### config.mk
export PLATFORM = sky130hd
export DESIGN_NAME = seq_sub32
export DESIGN_NICKNAME = d
export VERILOG_FILES = /design/src/rtl/seq_sub32.sv
export SDC_FILE = /design/constraint.sdc
export NUM_CORES = 1
export LEC_CHECK = 0
export CORE_AREA = 5 5 98 192
export CTS_BUF_LIST = sky130_fd_sc_hd__clkbuf_4
export CTS_CLUSTER_DIAMETER = 80
export CTS_CLUSTER_SIZE = 28
export DETAILED_ROUTE_END_ITERATION = 8
export DIE_AREA = 0 0 103 197
export PLACE_DENSITY_LB_ADDON = 0.25
export SLEW_MARGIN = 20
export SYNTH_ARGS = -nofsm -noshare
export SYNTH_HDL_FRONTEND = slang
export SYNTH_SLANG_ARGS = --single-unit
### constraint.sdc
create_clock -name clk -period 2.7 [get_ports clk]
set_clock_uncertainty 0.15 [all_clocks]
set_input_delay 0.27 -clock clk [delete_from_list [all_inputs] [get_ports clk]]
set_output_delay 0.27 -clock clk [all_outputs]
set_load 0.02 [all_outputs]
### src/rtl/seq_sub32.sv
// seq_sub32 -- sequential 32-bit subtractor: diff = a - b - bin (mod 2^32).
//
// The operands are taken on an input handshake. The result is then computed
// CHUNK bits per cycle, least significant slice first, with a ripple borrow.
// The result is held under a valid/ready output handshake.
//
// Parameter:
//   CHUNK      bits processed per BUSY cycle (1, 2, 4, 8, 16 or 32)
// Optional feature:
//   SUB32_OVF_EN  when defined, adds the ovf output (signed overflow flag)
// Ports:
//   clk        clock, rising edge
//   rst        synchronous active-high reset
//   a, b, bin  minuend, subtrahend, borrow-in (sampled on accept only)
//   in_valid   upstream operands valid
//   in_ready   block is idle and can accept operands
//   diff, bout result and borrow-out (bout=1 iff a < b + bin, unsigned)
//   out_valid  diff/bout valid
//   out_ready  downstream takes the result
//   ovf        signed overflow (only with SUB32_OVF_EN)
module seq_sub32 #(
  parameter int CHUNK = 8
) (
  input  logic        clk,
  input  logic        rst,
  input  logic [31:0] a,
  input  logic [31:0] b,
  input  logic        bin,
  input  logic        in_valid,
  output logic        in_ready,
  output logic [31:0] diff,
  output logic        bout,
  output logic        out_valid,
  input  logic        out_ready
`ifdef SUB32_OVF_EN
  ,
  output logic        ovf
`endif
);

  localparam int NSLICE = 32 / CHUNK;
  localparam int CW     = (NSLICE > 1) ? $clog2(NSLICE) : 1;
  localparam logic [CW-1:0] CNT_LAST = CW'(NSLICE - 1);
  localparam logic [CW-1:0] CNT_ONE  = CW'(1);

  typedef enum logic [1:0] {
    IDLE = 2'd0,
    BUSY = 2'd1,
    DONE = 2'd2
  } state_t;

  state_t          state_r;
  state_t          state_next_s;

  // Operand shift registers: the current slice always sits in the low CHUNK bits.
  logic [31:0]     a_r;
  logic [31:0]     b_r;
  logic            borrow_r;
  logic [31:0]     work_r;
  logic [CW-1:0]   cnt_r;

  logic [CHUNK:0]  slice_s;
  logic [31:0]     slice_ext_s;
  logic [31:0]     work_next_s;
  logic            last_s;

`ifdef SUB32_OVF_EN
  // Operand sign bits are kept because a_r/b_r are shifted away during BUSY.
  logic            sign_a_r;
  logic            sign_b_r;
`endif

  // One CHUNK-bit slice of a - b - borrow. The top bit of the (CHUNK+1)-bit
  // difference is the borrow into the next slice.
  function automatic logic [CHUNK:0] sub_slice(
    input logic [CHUNK-1:0] x,
    input logic [CHUNK-1:0] y,
    input logic             bi
  );
    logic [CHUNK:0] t;
    t = {1'b0, x} - {1'b0, y} - {{CHUNK{1'b0}}, bi};
    return t;
  endfunction

  // Slice arithmetic; finished slices enter the work register from the top.
  always_comb begin
    slice_s     = sub_slice(a_r[CHUNK-1:0], b_r[CHUNK-1:0], borrow_r);
    slice_ext_s = 32'(slice_s[CHUNK-1:0]);
    work_next_s = (work_r >> CHUNK) | (slice_ext_s << (32 - CHUNK));
    last_s      = (cnt_r == CNT_LAST);
  end

  // FSM state register.
  always_ff @(posedge clk) begin
    if (rst) begin
      state_r <= IDLE;
    end else begin
      state_r <= state_next_s;
    end
  end

  // FSM next-state logic.
  always_comb begin
    state_next_s = state_r;
    case (state_r)
      IDLE: begin
        if (in_valid) begin
          state_next_s = BUSY;
        end else begin
          state_next_s = IDLE;
        end
      end
      BUSY: begin
        if (last_s) begin
          state_next_s = DONE;
        end else begin
          state_next_s = BUSY;
        end
      end
      DONE: begin
        if (out_ready) begin
          state_next_s = IDLE;
        end else begin
          state_next_s = DONE;
        end
      end
      default: state_next_s = IDLE;
    endcase
  end

  // FSM outputs: handshake flags decoded straight from the state register.
  always_comb begin
    in_ready  = 1'b0;
    out_valid = 1'b0;
    case (state_r)
      IDLE:    in_ready  = 1'b1;
      DONE:    out_valid = 1'b1;
      default: begin
        in_ready  = 1'b0;
        out_valid = 1'b0;
      end
    endcase
  end

  // Datapath: operand capture, per-slice update, result commit on entering DONE.
  always_ff @(posedge clk) begin
    if (rst) begin
      a_r      <= 32'd0;
      b_r      <= 32'd0;
      borrow_r <= 1'b0;
      work_r   <= 32'd0;
      cnt_r    <= '0;
      diff     <= 32'd0;
      bout     <= 1'b0;
`ifdef SUB32_OVF_EN
      sign_a_r <= 1'b0;
      sign_b_r <= 1'b0;
      ovf      <= 1'b0;
`endif
    end else begin
      case (state_r)
        IDLE: begin
          if (in_valid) begin
            a_r      <= a;
            b_r      <= b;
            borrow_r <= bin;
            work_r   <= 32'd0;
            cnt_r    <= '0;
`ifdef SUB32_OVF_EN
            sign_a_r <= a[31];
            sign_b_r <= b[31];
`endif
          end
        end
        BUSY: begin
          a_r      <= a_r >> CHUNK;
          b_r      <= b_r >> CHUNK;
          borrow_r <= slice_s[CHUNK];
          work_r   <= work_next_s;
          cnt_r    <= cnt_r + CNT_ONE;
          if (last_s) begin
            diff <= work_next_s;
            bout <= slice_s[CHUNK];
`ifdef SUB32_OVF_EN
            ovf  <= (sign_a_r != sign_b_r) && (work_next_s[31] != sign_a_r);
`endif
          end
        end
        default: begin
          // DONE: everything holds until the result is taken.
        end
      endcase
    end
  end

endmodule

==> Word level (Yosys, flattened, before mapping) <==
Cells that the tools add are included.
{ "word_totals": {"elab_cells": 36, "out_inout_bits": 35, "in_bits": 69, "ff_bits": 134} }
{ "op_classes": {"n_addsub": 3, "n_eq_ne": 4, "reduce_logical": 4, "mux": 16, "bitwise_logic": 1} }
{ "op_table": {"columns": ["op", "count"], "rows": [
  ["32-bit case mux with 2 select lines", 3],
  ["32-bit two-way mux", 3],
  ["24-bit by 32-bit bitwise OR with 32-bit output", 1],
  ["8-bit by 8-bit subtractor with 9-bit output", 1],
  ["9-bit by 1-bit subtractor with 9-bit output", 1],
  ["2-bit two-way mux", 3],
  ["2-bit case mux with 3 select lines", 1],
  ["2-bit == test (second input constant)", 2],
  ["1-bit two-way mux", 4],
  ["2-bit case mux with 2 select lines", 1],
  ["2-bit AND reduction", 2],
  ["2-bit by 1-bit adder with 2-bit output (second input constant)", 1],
  ["2-bit by 1-bit == test with 1-bit output (second input constant)", 1],
  ["2-bit logical NOT", 1],
  ["2-bit inequality test (second input constant)", 1],
  ["1-bit case mux with 2 select lines", 1],
  ["2-bit nonzero test", 1]
]} }

==> Longest topological paths before layout <==
{ "depth": {"depth_word": 4, "mapped_depth": 11, "depth_no_buf": 11} }

==> Worst setup path after synthesis <==
Ideal clock, no wire load.
{ "synth_path": {"path_kind": "register -> register", "startpoint": "register a_r[0]", "endpoint": "register work_r[30]", "arrival_time_ps": 2265, "slack_ps": 215, "synth_period_minus_slack_ps": 2485, "stages_incl_launch_ff": 11, "n_path_buf": 0, "path_cell_list": "dfxtp_1 > inv_1 > fa_1 > ha_1 > nor2_1 > fa_1 > and3b_1 > o21ai_1 > xor2_1 > nand2_1 > a21oi_1"} }
{ "synth_via": {"elab_chain_cells": 4} }
{ "synth_rtl": {"columns": ["item", "line_no", "text"], "rows": [
  ["from (decl)", "56", "logic [31:0] a_r;"],
  ["from (signal assigned)", "176", "a_r <= a_r >> CHUNK;"],
  ["8-bit by 8-bit subtractor with 9-bit output", "81", "t = {1'b0, x} - {1'b0, y} - {{CHUNK{1'b0}}, bi};"],
  ["9-bit by 1-bit subtractor with 9-bit output", "81", null],
  ["24-bit by 32-bit bitwise OR with 32-bit output", "89", "work_next_s = (work_r >> CHUNK) | (slice_ext_s << (32 - CHUNK));"],
  ["32-bit case mux with 2 select lines", "161", "case (state_r)"],
  ["to (signal assigned)", "179", "work_r <= work_next_s;"],
  ["to (decl)", "59", "logic [31:0] work_r;"]
]} }
Every way passes these cells.
A chain may end at the register's enable or synchronous reset.

==> Worst setup path after layout <==
{ "layout_path": {"startpoint": "register borrow_r", "endpoint": "register diff[30]"} }
{ "layout_via": {"elab_chain_cells": 2} }
{ "layout_rtl": {"columns": ["item", "line_no", "text"], "rows": [
  ["from (decl)", "58", "logic borrow_r;"],
  ["from (signal assigned)", "166", "borrow_r <= bin;"],
  ["from (signal assigned)", "178", "borrow_r <= slice_s[CHUNK];"],
  ["9-bit by 1-bit subtractor with 9-bit output", "81", null],
  ["24-bit by 32-bit bitwise OR with 32-bit output", "89", null],
  ["to (signal assigned)", "182", "diff <= work_next_s;"],
  ["to (decl)", "31", "output logic [31:0] diff,"]
]} }
Every way passes these cells.

==> results.py <==
metrics = {
    "run_status": {
        "status": "completed",
    },
    "worst_setup_path": {
        "worstPathMaxFanout": 3,
        "startpoint": "borrow_r$_SDFFE_PP0P_",
        "cp-end-kind": "flip-flop",
        "r2r-start": "borrow_r$_SDFFE_PP0P_",
        "critical_path_class": "reg2reg",
        "start_kind": "flip-flop",
        "required_ps": 3000,
        "worstPathArrival_ps": 2850,
        "reg2reg_depth": 10,
    },
    "placed_design": {
        "routabilityCongestion": 0.8008,
        "place_hpwl_mm": 10.57,
        "portBuffers": 103,
        "dpl.cell_count": 959,
    },
    "synthesis": {
        "synth_seq_area_share": 0.4668,
        "synth_area_mm2": 0.005404,
        "synth-seq-cells": 126,
        "synth_nets": 775,
        "syn_area_per_cell_um2": 7.843,
        "ys_types": 34,
        "yosys_warnings": 0,
        "synthCells": 689,
    },
    "clocking": {
        "cts_root_buf": "clkbuf_4",
        "htree_levels": 4,
        "clock-sinks": 126,
        "clock_path_buffers": 2,
        "postCtsSetupBuffers": 0,
        "clk_latency_ps": 530,
        "path_clk_slew_ps": 130,
        "cts_buffers": 17,
        "cts_tree": "done",
        "postCtsHoldBufs": 0,
        "cts_resized": 0,
    },
    "routing": {
        "drc_errors": 0,
        "drtIter0Drc": 279,
        "dr.pass1.iters": 5,
        "wl_per_cell_um": 15.18,
        "finalWirelength_mm": 15.06,
        "detail-route-antenna-nets": 0,
        "vias": 4900,
        "viasPerCell": 4.940,
    },
    "floorplan": {
        "dieArea_mm2": 0.02029,
        "die_x_um": 103,
        "coreArea_mm2": 0.01719,
        "die-height_um": 197,
        "ioPinCount": 104,
        "rows": 68,
        "start_util": 0.3144,
    },
    "global_route": {
        "grt_overflow": 0,
        "grt_pass1_vias": 4605,
        "grt_pass1_wl_mm": 23.69,
        "antenna_found_initial": 1,
        "grt_max_degree": 66,
        "grt_usage": 0.1513,
    },
    "sta": {
        "finalSetupTns_ps": 0,
        "min_period_over_period": 0.9442,
        "hold_violations": 0,
        "tightest_slew_ps": 685.3,
        "max_slew_margin": 0.5431,
        "fin_crit_ps": 2549,
        "setup_viol": 0,
        "rsz0062_at_grt": "no",
        "fmax_mhz": 392.3,
        "drv_slew": 0,
    },
    "pwr": {
        "leakage_nw": 2.509,
        "power_density_mw_per_mm2": 625.0,
        "ir_worst_vdd_mv": 0.2557,
    },
    "finish": {
        "regArea_mm2": 0.002524,
        "nFillCells": 1866,
        "multiInputGateArea_mm2": 0.002545,
        "area_growth_pct": 27.69,
        "finalNetCount": 854,
        "final_cells": 992,
        "drive_gt1_frac": 0.07170,
    },
    "worst_hold_path": {
        "holdCritStartpoint": "a[24]",
        "min_path_cells": 3,
        "hold_path.class": "in2reg",
    },
    "run": {
        "drv_cap": 0,
    },
}
-- stage by stage --
stage                     hold slack, ps  setup WS, ps  cell area, um^2  total power [W]    util
final                              116.1         150.8             6900         0.004313  0.4015
after global routing               73.18         4.976             6900         0.004562  0.4015
after CTS                          71.25         35.20             6889         0.004370  0.4008
after detailed placement           295.3         65.47             6576         0.002906  0.3826
after global placement             293.4         137.0             6576         0.002899  0.3826
after floorplan                    256.0         214.7             5404         0.002622       -
-- where the power goes --
group,internal [W],switching (W)
clock network,0.000655,0.000797
registers,0.00197,0.0000730
logic,0.000350,0.000464
-- state kept, by name (all words and copies together) (netlist names) --
name	flops
diff	32
work_r	24
cnt_r	2
borrow_r	1
state_r	2
b_r	32
bout	1
a_r	32
-- cells by family (layout without fill, tap and decap cells) --
family / count (synthesis) / count (layout) / synth area share
flops: 126 / 126 / 0.4668
xor+xnor: 5 / 5 / 0.008103
simple gates: 323 / 323 / 0.2498
buf+inv: 79 / 171 / 0.06668
compound gates: 139 / 139 / 0.1665
other cells: 0 / 1 / 0
fa+ha+maj: 17 / 17 / 0.04214
-- worst paths after layout --
check	end	slack, ps
setup / recovery	diff[30]$_SDFFE_PP0P_	150
hold / removal	a_r[24]$_SDFFE_PP0P_	120
setup reg to reg	diff[30]$_SDFFE_PP0P_	150
hold reg to reg	diff[9]$_SDFFE_PP0P_	310
-- synth_stat cells (all sizes together) --
cell	number	area, um^2
a211oi	1	7.510
a31oi	2	12.51
clkbuf	21	78.83
nor2b	2	12.51
nor2	56	212.7
buf	36	198.9
o221ai	2	17.52
a21oi	79	395.4
xnor2	4	35.03
xor2	1	8.760
dfxtp	126	2522
ha	15	187.7
inv	22	82.58
nand2	203	769.5
nand4b	4	35.03
nand3	43	215.2
a31o	1	8.760
or4	2	15.01
and2b	1	7.510
or2	1	6.260
a311oi	48	420.4
and2	2	12.51
o21ai	3	15.01
o211ai	2	15.01
and3b	1	8.760
nand3b	4	30.03
o31ai	1	7.510
fa	2	40.04
nand2b	4	25.02
-- final cells by class --
type / count / share of cell area
multi-input cells: 484 / 0.3688
clock buffers: 17 / 0.01849
clock inverters: 15 / 0.02684
repair buffers: 117 / 0.1697
flip-flops and latches: 126 / 0.3657
inverters: 22 / 0.01197
diodes: 1 / 0.0003626
well taps: 210 / 0.03808
-- worst max-delay path, cell delays in order, from the launching register on --
cell     delay [ps]
dfxtp_1         350
fa_1            510
inv_1            70
ha_1            160
nor2_1           80
fa_1            370
and3b_1         200
o21ai_2         170
xor2_1          200
nand2_1          90
a21oi_2         130
-- cells in the final DEF, fill, tap and decap left out, types with 12 or more instances in the layout --
cell,n
clkdlybuf4s50_1,102
buf_4,12
nor2_1,55
nand3_1,43
clkbuf_4,17
inv_1,22
ha_1,15
nand2_1,201
dfxtp_1,125
a311oi_1,48
a21oi_1,78
-- per-layer routing --
metal	vias up	global-route usage	part of all wire
li1	2500	-	-
met1	2277	0.1670	0.39
met2	103	0.2747	0.55
met3	20	0.02905	0.039
met4	0	0.06196	0.024
met5	-	0	0
Power figures use the tool's default switching activity.
